--- config.mk ---
export PLATFORM = sky130hd
export DESIGN_NAME = branch_predictor
export DESIGN_NICKNAME = d
export VERILOG_FILES = /design/src/rtl/bp_pkg.sv /design/src/rtl/bp_sat_counter32.sv /design/src/rtl/branch_predictor.sv
export SDC_FILE = /design/constraint.sdc
export NUM_CORES = 2
export LEC_CHECK = 0
export BUFFER_PORTS_ARGS = -buffer_cell sky130_fd_sc_hd__buf_4
export CAP_MARGIN = 10
export CORE_MARGIN = 3
export CORE_UTILIZATION = 50
export DETAILED_ROUTE_END_ITERATION = 12
export PLACE_DENSITY = 0.7
export SLEW_MARGIN = 5
export SYNTH_ARGS = -nofsm -noshare
export SYNTH_HDL_FRONTEND = slang
export SYNTH_SLANG_ARGS = --single-unit
--- constraint.sdc ---
create_clock -name clk -period 23.8 [get_ports clk]
set_input_delay 4.76 -clock clk [delete_from_list [all_inputs] [get_ports clk]]
set_output_delay 4.76 -clock clk [all_outputs]
set_load 0.01 [all_outputs]
--- src/rtl/bp_pkg.sv ---
// Shared types and helpers for the fetch-side branch predictor: counter
// encoding, BTB entry layout and the 2-bit saturating counter step.
package bp_pkg;

  localparam logic [1:0] SNT = 2'd0;
  localparam logic [1:0] WNT = 2'd1;
  localparam logic [1:0] WT  = 2'd2;
  localparam logic [1:0] ST  = 2'd3;

  // Tag field is sized for the widest legal TAG_BITS; unused high bits stay 0.
  localparam int BP_TAG_W    = 30;
  localparam int BP_TARGET_W = 30;

  typedef struct packed {
    logic                   valid;
    logic [BP_TAG_W-1:0]    tag;
    logic [BP_TARGET_W-1:0] target;
    logic [1:0]             ctr;
  } bp_entry_t;

  function automatic logic [1:0] sat_ctr(input logic [1:0] ctr, input logic taken);
    logic [1:0] nxt;
    if (taken) begin
      nxt = (ctr == ST) ? ST : ctr + 2'd1;
    end else begin
      nxt = (ctr == SNT) ? SNT : ctr - 2'd1;
    end
    return nxt;
  endfunction

endpackage

--- src/rtl/bp_sat_counter32.sv ---
// Saturating event counter with increment enable; holds at all-ones.
// Width defaults to 32 for the predictor's performance counters.
module bp_sat_counter32 #(
  parameter int W = 32
) (
  input  logic         clk,
  input  logic         reset,
  input  logic         inc,
  output logic [W-1:0] count
);

  logic [W-1:0] cnt_q;
  logic [W-1:0] cnt_d;

  always_comb begin
    cnt_d = cnt_q;
    if (inc && (cnt_q != '1)) begin
      cnt_d = cnt_q + W'(1);
    end
  end

  always_ff @(posedge clk or posedge reset) begin
    if (reset) begin
      cnt_q <= '0;
    end else begin
      cnt_q <= cnt_d;
    end
  end

  assign count = cnt_q;

endmodule

--- src/rtl/branch_predictor.sv ---
// Direct-mapped BTB with 2-bit saturating counters. Zero-latency lookup of
// the fetch PC; trained by execute-stage conditional branch resolutions.
module branch_predictor
  import bp_pkg::*;
#(
  parameter int ENTRIES  = 16,
  parameter int IDX_BITS = 4,
  parameter int TAG_BITS = 8
) (
  input  logic        clk,
  input  logic        reset,
  input  logic        ena,
  input  logic [31:0] fetch_pc,
  output logic        pred_taken,
  output logic [31:0] pred_target,
  input  logic        upd_valid,
  input  logic [31:0] upd_pc,
  input  logic        upd_taken,
  input  logic [31:0] upd_target,
  input  logic        upd_pred_taken,
  output logic [31:0] branch_count,
  output logic [31:0] mispredict_count
);

  bp_entry_t tbl_q [ENTRIES];
  bp_entry_t tbl_d [ENTRIES];

  logic [IDX_BITS-1:0] fetch_idx;
  logic [IDX_BITS-1:0] upd_idx;
  logic [BP_TAG_W-1:0] fetch_tag;
  logic [BP_TAG_W-1:0] upd_tag;
  bp_entry_t           fetch_ent;
  bp_entry_t           upd_ent;
  logic                fetch_hit;
  logic                upd_hit;
  logic                upd_en;
  logic                mispredict;
  logic                unused_bits;

  assign fetch_idx = fetch_pc[IDX_BITS+1:2];
  assign fetch_tag = BP_TAG_W'(fetch_pc[IDX_BITS+TAG_BITS+1:IDX_BITS+2]);
  assign upd_idx   = upd_pc[IDX_BITS+1:2];
  assign upd_tag   = BP_TAG_W'(upd_pc[IDX_BITS+TAG_BITS+1:IDX_BITS+2]);

  // Byte-offset bits and PC bits above the tag play no part in prediction.
  assign unused_bits = ^{upd_pc, upd_target[1:0]};

  assign upd_en     = upd_valid & ena;
  assign mispredict = upd_en & (upd_taken ^ upd_pred_taken);

  always_comb begin
    fetch_ent   = tbl_q[fetch_idx];
    fetch_hit   = fetch_ent.valid && (fetch_ent.tag == fetch_tag);
    pred_taken  = fetch_hit && fetch_ent.ctr[1] && !reset;
    pred_target = pred_taken ? {fetch_ent.target, 2'b00} : fetch_pc + 32'd4;
  end

  // Training: the lookup above reads tbl_q, so a same-cycle update is not bypassed.
  always_comb begin
    tbl_d   = tbl_q;
    upd_ent = tbl_q[upd_idx];
    upd_hit = upd_ent.valid && (upd_ent.tag == upd_tag);
    if (upd_en) begin
      if (upd_hit) begin
        tbl_d[upd_idx].ctr = sat_ctr(upd_ent.ctr, upd_taken);
        if (upd_taken) begin
          tbl_d[upd_idx].target = upd_target[31:2];
        end
      end else if (upd_taken) begin
        tbl_d[upd_idx] = '{valid: 1'b1, tag: upd_tag, target: upd_target[31:2], ctr: WT};
      end
    end
  end

  always_ff @(posedge clk or posedge reset) begin
    if (reset) begin
      for (int i = 0; i < ENTRIES; i++) begin
        tbl_q[i] <= '{valid: 1'b0, tag: '0, target: '0, ctr: WNT};
      end
    end else begin
      tbl_q <= tbl_d;
    end
  end

  bp_sat_counter32 #(.W(32)) u_branch_cnt (
    .clk   (clk),
    .reset (reset),
    .inc   (upd_en),
    .count (branch_count)
  );

  bp_sat_counter32 #(.W(32)) u_mispredict_cnt (
    .clk   (clk),
    .reset (reset),
    .inc   (mispredict),
    .count (mispredict_count)
  );

endmodule

==> results.sh <==
export IMPL_crit_slowest_cell="nor3_1"
export IMPL_drc=0
export IMPL_grt_ovfl_total=0
export IMPL_synth_cell_type_count=69
export IMPL_cts_hold_buffers=0
export IMPL_clock_path_buffers=3
export IMPL_rsz0062_at_grt="no"
export IMPL_async_reset_ff_share_pct=100
export IMPL_hold_class="flip-flop to flip-flop"
export IMPL_ant_nets=0
export IMPL_crit_required_ps=19040
export IMPL_regArea_mm2=0.0180
export IMPL_outcome="completed"
export IMPL_synth_ff_type="dfrtp_1"
export IMPL_wl_per_cell_um=25.9
export IMPL_synth_area_per_cell_um2=15.0
export IMPL_grt_util_met2_pct=40.1
export IMPL_synthesis_instances=2349
export IMPL_worst_path_max_fanout=38
export IMPL_setup_viol=0
export IMPL_worstSetupPathType="primary input to output port"
export IMPL_cts_clk_slew_worst_paths_ps=50
export IMPL_syn_nets=2454
export IMPL_synth_seq_cells=720
export IMPL_core_area_mm2=0.0693
export IMPL_post_cts_setup_buffer_count=0
export IMPL_busiest_layer="met2"
export IMPL_cp_startpoint="fetch_pc[4]"
export IMPL_grt_use_total_pct=24.6
export IMPL_grtUsageMet3_pct=6.13
export IMPL_initial_core_util_pct=50.9
export IMPL_slew_violations=0
export IMPL_period_share_pct=59.9
export IMPL_post_synth_top_area_cell="dfrtp_1"
export IMPL_start_kind="primary input"
export IMPL_endpoint_kind="output port"
export IMPL_fill_cells=5375
export IMPL_dpl_hpwl_um=51800
export IMPL_rows=96
export IMPL_die_area_mm2=0.0738
export IMPL_fin_crit_ps=14250
export IMPL_synth_top_area_share_pct=49.9
export IMPL_synth_area_mm2=0.0353
export IMPL_worst_slew_pin_slew_ps=1150
export IMPL_mostFrequentLayoutCell="dfrtp_1"
export IMPL_final_cell_mix="704 x dfrtp_1, 538 x mux2_2, 216 x mux4_2"
export IMPL_drt_pass1_iter_count=5
export IMPL_yosys_top_cells_area="dfrtp_1 50%, mux2_2 17%, mux4_2 14%, mux2_4 3.7%, xnor2_1 1.8%"
export IMPL_io_pins=199
export IMPL_cts_tree="done"
export IMPL_fmaxAchievable_mhz=70.2
export IMPL_grt_pass1_vias=22544
export IMPL_htree_levels=3
export IMPL_multiInputGateArea_mm2=0.0162
export IMPL_gp_congestion=0.819
export IMPL_slowest_delay_ps=860
export IMPL_port_buffers=176
export IMPL_arrival_ps=9490
export IMPL_r2r_start="tbl_q[287]$_DFFE_PP0P_"
export IMPL_ys_seq_area_share_pct=51.1
export IMPL_synth_edff_count=0
export IMPL_vias=20952
export IMPL_cts_root_buffer="clkbuf_16"
export IMPL_cp_cell_sequence="buf_4, buf_4, and3_1, nand3_1, nor2_1, nand3_1, nor3_1, nand3_1, xnor2_1, mux2_2, buf_4"
export IMPL_final_nets=2555
export IMPL_hp_start="tbl_q[189]$_DFFE_PP1P_"
export IMPL_drt_iter0_markers=1672
export IMPL_met1_usage_pct=33.2
export IMPL_insertion_delay_ps=640
export IMPL_worst_ir_drop_vdd_v=0.0000522
export IMPL_die_x_um=272
export IMPL_fin_total_pwr_mw=3.25
export IMPL_power_density_mw_per_mm2=81.2
export IMPL_grt_pass1_wl_um=139000
export IMPL_antenna_found_initial=4
export IMPL_yosys_warnings=0
export IMPL_cts_made_buffers=82
export IMPL_die_y_um=272
export IMPL_routed_wl_um=89200
export IMPL_maxCapViolations=0
export IMPL_max_slew_margin_pct=23.2
export IMPL_area_delta_synth_final_pct=13.4
export IMPL_via_per_inst=6.07
export IMPL_post_cts_resized=0
export IMPL_p_leak_nw=18.7
export IMPL_clock_skew_ps=20.7
export IMPL_clock_sinks=720
export IMPL_hold_violations=0
export IMPL_grt_start_max_net_pins=93
export IMPL_setup_tns_ps=0
export IMPL_drive_gt1_share_pct=48.6
-- cell usage after synthesis, drive strengths merged, types with 3 or more instances --
cell type / n
a211o: 3
a211oi: 7
a21o: 3
a21oi: 8
a22oi: 15
a2bb2oi: 6
a311oi: 4
a31oi: 3
and2: 5
and3: 13
and4: 11
buf: 84
clkbuf: 108
dfrtp: 704
dfstp: 16
ha: 3
inv: 32
mux2: 640
mux2i: 31
mux4: 223
nand2: 67
nand2b: 24
nand3: 44
nand4: 20
nor2: 53
nor2b: 10
nor3: 23
nor4: 5
o211ai: 4
o21a: 6
o21ai: 16
o22ai: 4
o2bb2ai: 7
or2: 15
or3: 3
xnor2: 72
xor2: 35
-- stage by stage --
stage	area [µm²]	std cells	setup WS [ps]	utilization [%]	hold WS [ps]
after floorplan	35300	2349	9190	-	443
after global placement	37200	3296	9670	53.6	461
after detailed placement	37200	3296	9630	53.6	466
after CTS	40000	3447	9600	57.7	472
after global routing	40000	3449	9350	57.8	491
final	40000	3450	9550	57.8	470
-- cells by family after synthesis --
logic type / Yosys count / synth area share (%)
AOI/OAI and AO/OA: 98 / 2.09
xor gates and xnor gates: 107 / 2.66
adders and majority gates: 5 / 0.167
buffers and inverters: 225 / 3.03
DFF: 720 / 51.1
muxes: 894 / 36.5
and+or+nand+nor: 300 / 4.41
-- sequential cells by signal (all words and copies together), names as in the netlist --
name,flops
u_mispredict_cnt.count,32
tbl_q,656
u_branch_cnt.count,32
-- worst max-delay path: cells and delay by family --
family / cells / cell delay, ps
simple gates: 6 / 2800
xor+xnor: 1 / 250
buf+inv: 3 / 1390
mux: 1 / 270
-- report_power, final --
part           switching, mW  leakage [nW]  internal [mW]
registers             0.0959          9.46           1.38
clock network          0.513          1.40          0.813
logic                  0.181          7.80          0.265
total                  0.790          18.7           2.46
-- layer usage --
layer	up-vias	share of wire, %
li1	8932	-
met1	11252	42
met2	622	49
met3	142	6.8
met4	4	2.7
met5	-	0.027
-- final cells by class --
class,count,area share (%)
Antenna cell,2,0.0125
Clock buffer,124,6.13
Clock inverter,27,1.02
Inverter,33,0.319
Multi-Input combinational cell,1404,40.6
Sequential cell,720,45.1
Tap cell,931,2.91
Timing Repair Buffer,209,3.96
-- final timing paths --
path                                           to  slack (ps)  cells after the start
min in group asynchronous  tbl_q[288]$_DFFE_PP0P_        4230                      2
max in group asynchronous   tbl_q[12]$_DFFE_PP0P_       16190                      5
setup / recovery                  pred_target[31]        9550                     11
hold reg to reg            tbl_q[189]$_DFFE_PP1P_         470                      2
setup reg to reg            tbl_q[96]$_DFFE_PP0P_       20170                      9
hold / removal             tbl_q[189]$_DFFE_PP1P_         470                      2
Power figures use the tool's default switching activity.
